==> src/rtl/unary_pkg.sv <==
// Shared constants and FSM encoding for the unary adder driver.
package unary_pkg;

   localparam int unsigned WIDTH = 4;
   localparam int unsigned MAX   = 12;
   localparam int unsigned ST_W  = 3;

   typedef logic [ST_W-1:0] state_t;

   localparam logic [ST_W-1:0] S_IDLE  = 3'd0;
   localparam logic [ST_W-1:0] S_DRIVE = 3'd1;
   localparam logic [ST_W-1:0] S_FLUSH = 3'd2;
   localparam logic [ST_W-1:0] S_WRITE = 3'd3;
   localparam logic [ST_W-1:0] S_DONE  = 3'd4;

endpackage

==> src/rtl/unary_ser.sv <==
// Load/decrement counter that emits a registered 1 while its count is nonzero.
module unary_ser #(
   parameter int unsigned W = 4
) (
   input  logic         clk,
   input  logic         rst_n,
   input  logic         load,
   input  logic         step,
   input  logic [W-1:0] val,
   output logic         ser,
   output logic         more_c
);

   logic [W-1:0] cnt;

   // more_c: the stream continues past the current cycle
   assign more_c = (cnt > W'(1));

   // Counter and stream bit; ser always tracks cnt != 0 after each update
   always_ff @(posedge clk or negedge rst_n) begin
      if (!rst_n) begin
         cnt <= '0;
         ser <= 1'b0;
      end else if (load) begin
         cnt <= val;
         ser <= (val != '0);
      end else if (step && (cnt != '0)) begin
         cnt <= cnt - W'(1);
         ser <= (cnt > W'(1));
      end
   end

endmodule

==> src/rtl/unary_add_driver.sv <==
// Initiator for the unary adder: serializes operands, then deserializes the sum.
module unary_add_driver
   import unary_pkg::*;
#(
   parameter int unsigned WIDTH = unary_pkg::WIDTH
) (
   input  logic             clk,
   input  logic             rst_n,
   input  logic             start,
   input  logic [WIDTH-1:0] op_a,
   input  logic [WIDTH-1:0] op_b,
   output logic             busy,
   output logic             done,
   output logic [WIDTH-1:0] result,
   output logic             carry,
   output logic             A,
   output logic             B,
   output logic             en,
   output logic             read_or_write,
   input  logic             dout,
   input  logic             C
);

   localparam int unsigned CW = WIDTH + 1;

   state_t           state, state_n;
   logic [WIDTH-1:0] acc, acc_n;
   logic [CW-1:0]    wr_cnt, wr_cnt_n;
   logic             fl_cnt, fl_cnt_n;
   logic [WIDTH-1:0] result_n;
   logic             carry_n;
   logic             busy_n, done_n, en_n, rw_n;
   logic             load_c, step_c;
   logic             a_more_c, b_more_c;

   unary_ser #(.W(WIDTH)) u_ser_a (
      .clk    (clk),
      .rst_n  (rst_n),
      .load   (load_c),
      .step   (step_c),
      .val    (op_a),
      .ser    (A),
      .more_c (a_more_c)
   );

   unary_ser #(.W(WIDTH)) u_ser_b (
      .clk    (clk),
      .rst_n  (rst_n),
      .load   (load_c),
      .step   (step_c),
      .val    (op_b),
      .ser    (B),
      .more_c (b_more_c)
   );

   // Next-state, datapath and next-output logic
   always_comb begin
      state_n  = state;
      acc_n    = acc;
      wr_cnt_n = wr_cnt;
      fl_cnt_n = fl_cnt;
      result_n = result;
      carry_n  = carry;
      load_c   = 1'b0;
      step_c   = 1'b0;

      if (state != S_IDLE) begin
         carry_n = carry | C;
      end

      case (state)
         S_IDLE: begin
            if (start) begin
               load_c   = 1'b1;
               carry_n  = 1'b0;
               acc_n    = '0;
               fl_cnt_n = 1'b0;
               wr_cnt_n = '0;
               state_n  = ((op_a == '0) && (op_b == '0)) ? S_FLUSH : S_DRIVE;
            end
         end
         S_DRIVE: begin
            step_c = 1'b1;
            if (!a_more_c && !b_more_c) begin
               fl_cnt_n = 1'b0;
               state_n  = S_FLUSH;
            end
         end
         S_FLUSH: begin
            if (fl_cnt) begin
               wr_cnt_n = '0;
               state_n  = S_WRITE;
            end else begin
               fl_cnt_n = 1'b1;
            end
         end
         S_WRITE: begin
            wr_cnt_n = wr_cnt + CW'(1);
            // First WRITE cycle sees the adder's stale read-phase dout
            if (wr_cnt == CW'(1 << WIDTH)) begin
               result_n = acc;
               state_n  = S_DONE;
            end else if (wr_cnt != '0) begin
               if (dout) begin
                  acc_n = acc + WIDTH'(1);
               end else begin
                  result_n = acc;
                  state_n  = S_DONE;
               end
            end
         end
         S_DONE: begin
            state_n = S_IDLE;
         end
         default: begin
            state_n = S_IDLE;
         end
      endcase

      en_n   = (state_n == S_DRIVE) || (state_n == S_FLUSH) || (state_n == S_WRITE);
      rw_n   = (state_n == S_WRITE);
      busy_n = en_n;
      done_n = (state_n == S_DONE);
   end

   // State, datapath and output registers
   always_ff @(posedge clk or negedge rst_n) begin
      if (!rst_n) begin
         state         <= S_IDLE;
         acc           <= '0;
         wr_cnt        <= '0;
         fl_cnt        <= 1'b0;
         result        <= '0;
         carry         <= 1'b0;
         busy          <= 1'b0;
         done          <= 1'b0;
         en            <= 1'b0;
         read_or_write <= 1'b0;
      end else begin
         state         <= state_n;
         acc           <= acc_n;
         wr_cnt        <= wr_cnt_n;
         fl_cnt        <= fl_cnt_n;
         result        <= result_n;
         carry         <= carry_n;
         busy          <= busy_n;
         done          <= done_n;
         en            <= en_n;
         read_or_write <= rw_n;
      end
   end

endmodule

==> config.mk <==
export PLATFORM = sky130hd
export DESIGN_NAME = unary_add_driver
export DESIGN_NICKNAME = d
export VERILOG_FILES = /design/src/rtl/unary_pkg.sv /design/src/rtl/unary_ser.sv /design/src/rtl/unary_add_driver.sv
export SDC_FILE = /design/constraint.sdc
export NUM_CORES = 1
export LEC_CHECK = 0
export CORE_MARGIN = 3
export CORE_UTILIZATION = 55
export CTS_CLUSTER_SIZE = 8
export DETAILED_ROUTE_END_ITERATION = 7
export GPL_TIMING_DRIVEN = 1
export PLACE_DENSITY = 0.81
export RECOVER_POWER = 100
export SKIP_LAST_GASP = 1
export SLEW_MARGIN = 10
export SYNTH_ARGS = -nofsm -noshare
export SYNTH_HDL_FRONTEND = slang
export SYNTH_HIERARCHICAL = 1
export SYNTH_SLANG_ARGS = --single-unit
==> constraint.sdc <==
create_clock -name clk -period 3.6 [get_ports clk]
set_input_delay 0.72 -clock clk [delete_from_list [all_inputs] [get_ports clk]]
set_output_delay 0.72 -clock clk [all_outputs]
set_load 0.02 [all_outputs]
==> summary.txt <==
Detailed routing
  • Vias: about 1500
  • DRC: 0
  • Per-cell routed wire length: 15.7 um
  • Post-route ant nets: 0
  • Via density: 5.87
  • Pre-Repair DR Iteration Count: 7
  • Initial DRC count: 108
  • WL final: about 4.0 mm

Setup path
  • Setup crit end kind: flop
  • Crit Path Category: input pin to flop
  • Crit path required time: 3.77 ns
  • CP Launch Type: input pin
  • Max FO, Critical Path: 27
  • Crit path DAT: approximately 2.9 ns

STA
  • Final setup fails: 0
  • Tmin final: between 2 and 3 ns
  • Final period utilization: 76.0%
  • RSZ-0062 raised after global routing: false
  • Fmax: around 0.37 GHz
  • Pins Over Slew Limit: 32
  • Final hold violation count: 0
  • Clk_skew: between 0.004 and 0.005 ns
  • Final worst slack: 0.866 ns
  • Slew headroom: -11.4%
  • Setup TNS: 0 ns
  • Worst slew pin tran: 1.67 ns
  • Final hold slack: roughly 0.5 ns

GRT
  • Initial antenna violation count: 0
  • First-pass GRT wire length: 6.86 mm
  • Gr ovfl total: 0
  • Total GRT Usage: a little over a fifth
  • Met1 Use GR: 25.5%
  • Vias in the first global route: 1478
  • M3 GR Usage: approximately 5.5%
  • Largest net degree at the start of global routing: 32
  • Met2 GRT Util: 37.2%
  • Global route hottest layer: met2

Clock tree
  • Hold Buf Count CTS: 0
  • Post-CTS Setup Repair Bufs: 0
  • Resized Gates After CTS: 0
  • CTS Sinks: 31
  • H-tree lvl count: 2
  • Clk root buf: clkbuf_4
  • Deepest clock path buffer count: 2
  • Worst-skew pair later-pin latency: 0.34 ns
  • TritonCTS clock tree: built
  • Clock Pin Slew Worst Setup and Hold Paths: ~0.1 ns
  • Inserted Clock Buffers: 5

Logic synthesis
  • Post-Synth Adder-Cell Area: 6.28%
  • EDFF count, synth: 0
  • Mapped cell area: 1790 sq um
  • Synth Area in Simple Gates: 20.5%
  • Async set-reset flop share out of synthesis: 100%
  • Largest family of logic cells by synthesized area: simple AND/OR/NAND/NOR gates
  • Yosys warns: 6
  • Most used flip-flop cell after synthesis: dfrtp_1
  • Synthesized instance count: 183
  • Yosys reg bits: 31
  • Syn Nets: 205
  • Post-synthesis sequential area ratio: 43.2%
  • Unique masters post-synth: 48
  • Xor/xnor share of the synthesized area: less than 1%
  • Synth Area in Compound Gates: 18.3%
  • Mux share of post-synthesis cell area: 5.86%
  • Syn avg cell area: 9.80 sq um

Power and ir drop
  • Power density over the cells: around 810 nW/um^2
  • VDD IR max: roughly 0.41 mV
  • Leakage Power: about 0.94 nW

Die
  • Die W: roughly 63 um
  • Total die area: 3980 sq um
  • Row Count: 20
  • Core ar.: 3080 sq um
  • Initial Utilization: between 50% and 60%
  • Io pins: 24
  • Die height: 63.1 um

Layout
  • Nets: 228
  • Area Overhead vs Synth: 18.1%
  • Fin cells: 251
  • N_diodes: 0
  • Share of cells above drive strength 1: between 9 and 10%

Place
  • Routability cong.: 0.876
  • PortBufs: 23
  • Placed insts: 243
  • Post-DP HPWL: 2.81 mm
  • DP Worst Slack: 0.601 ns

Flow run
  • Max cap viols: 1

Status
  • Failing checks: max-capacitance violations, max-slew violations
  • Status: complete, but fails checks

Worst hold path
  • Min-Delay Path Class: flop to flop
[registers in the layout (all words and copies together) (netlist names)]
register       count
wr_cnt             5
u_ser_a/cnt        4
u_ser_b/cnt        4
en                 1
acc                4
carry              1
result             4
done               1
u_ser_b/ser        1
read_or_write      1
u_ser_a/ser        1
fl_cnt             1
state              3
[worst paths after layout]
check                           startpoint             end  slack (ns)  cells after the start
worst max-delay path                 start  u_ser_b/cnt[3]        0.87                      6
worst min-delay path             wr_cnt[4]       wr_cnt[4]        0.51                      1
worst max register to register   wr_cnt[0]       result[3]        1.24                      5
worst min register to register   wr_cnt[4]       wr_cnt[4]        0.51                      1
max in group asynchronous            rst_n          acc[2]        1.30                      2
min in group asynchronous            rst_n          fl_cnt        1.33                      2
[stage by stage]
stage          instance area, sq um  power, mW  utilization, %
2_1_floorplan                  1790       1.20               -
3_3_place_gp                   2050       1.37            66.5
3_5_place_dp                   2050       1.45            66.5
4_1_cts                        2130       1.74            69.3
5_1_grt                        2120       1.83            68.8
6_report                       2120       1.71            68.8
[cells by family after synthesis]
family / after synthesis
AO/OA/AOI/OAI: 47
XOR/XNOR: 1
adder cells (fa/ha/maj): 9
buffers and inverters: 22
flip-flops: 31
multiplexers: 10
AND/OR/NAND/NOR: 63
[per-layer routing]
metal | vias to the layer above | wire, um
met5 | - | 0
met4 | 0 | 76
met3 | 10 | 183
met2 | 38 | 1960
met1 | 708 | 1730
li1 | 718 | -
[cell type report]
| cell class | instances | area (sq um) |
|---|---|---|
| clock buffer | 6 | 51.3 |
| sequential | 31 | 776 |
| fill | 246 | 960 |
| inverter | 13 | 48.8 |
| timing repair buffer | 25 | 241 |
| clock inverter | 2 | 35.0 |
| tap | 44 | 55.1 |
| multi-input combinational | 130 | 911 |
[critical path, stage by stage]
cell and delay [ns]:
dlygate4sd3_1 0.61, or4b_1 0.59, inv_1 0.59, nor3_1 0.13, nand2_1 0.09, o311ai_0 0.17
[cells in the mapped netlist, types with 3 or more instances]
| cell type | number | area [sq um] |
|---|---|---|
| nand2_1 | 21 | 78.8 |
| nand3_1 | 3 | 15.0 |
| nor2_1 | 7 | 26.3 |
| mux2_2 | 4 | 45.0 |
| mux2i_1 | 6 | 60.1 |
| nor2b_1 | 4 | 25.0 |
| o21ai_0 | 8 | 40.0 |
| a21oi_1 | 11 | 55.1 |
| nor4b_1 | 3 | 26.3 |
| o311ai_0 | 4 | 35.0 |
| ha_1 | 9 | 113 |
| inv_1 | 13 | 48.8 |
| nor3b_1 | 3 | 22.5 |
| a211oi_1 | 4 | 30.0 |
| clkbuf_2 | 3 | 15.0 |
| buf_2 | 4 | 20.0 |
| dfrtp_1 | 31 | 776 |
| nor3_1 | 3 | 15.0 |
[cell usage in the layout (no fill, tap or decap), types with 4 or more instances in the layout]
| master | Yosys | layout |
|---|---|---|
| dfrtp_1 | 31 | 31 |
| nand2_1 | 21 | 21 |
| inv_1 | 13 | 13 |
| dlygate4sd3_1 | 0 | 13 |
| a21oi_1 | 11 | 11 |
| o21ai_0 | 8 | 10 |
| clkdlybuf4s50_1 | 0 | 10 |
| ha_1 | 9 | 9 |
| nor2_1 | 7 | 7 |
| mux2i_1 | 6 | 6 |
| a211oi_1 | 4 | 5 |
| clkbuf_4 | 0 | 5 |
| nor2b_1 | 4 | 4 |
| o311ai_0 | 4 | 4 |
[report_power, final]
group,internal [mW],switching [mW],leakage (nW)
combinational,0.355,0.461,0.500
sequential,0.468,0.132,0.394
clock,0.164,0.126,0.0482
Note: power is estimated with default switching activity, not from simulation.
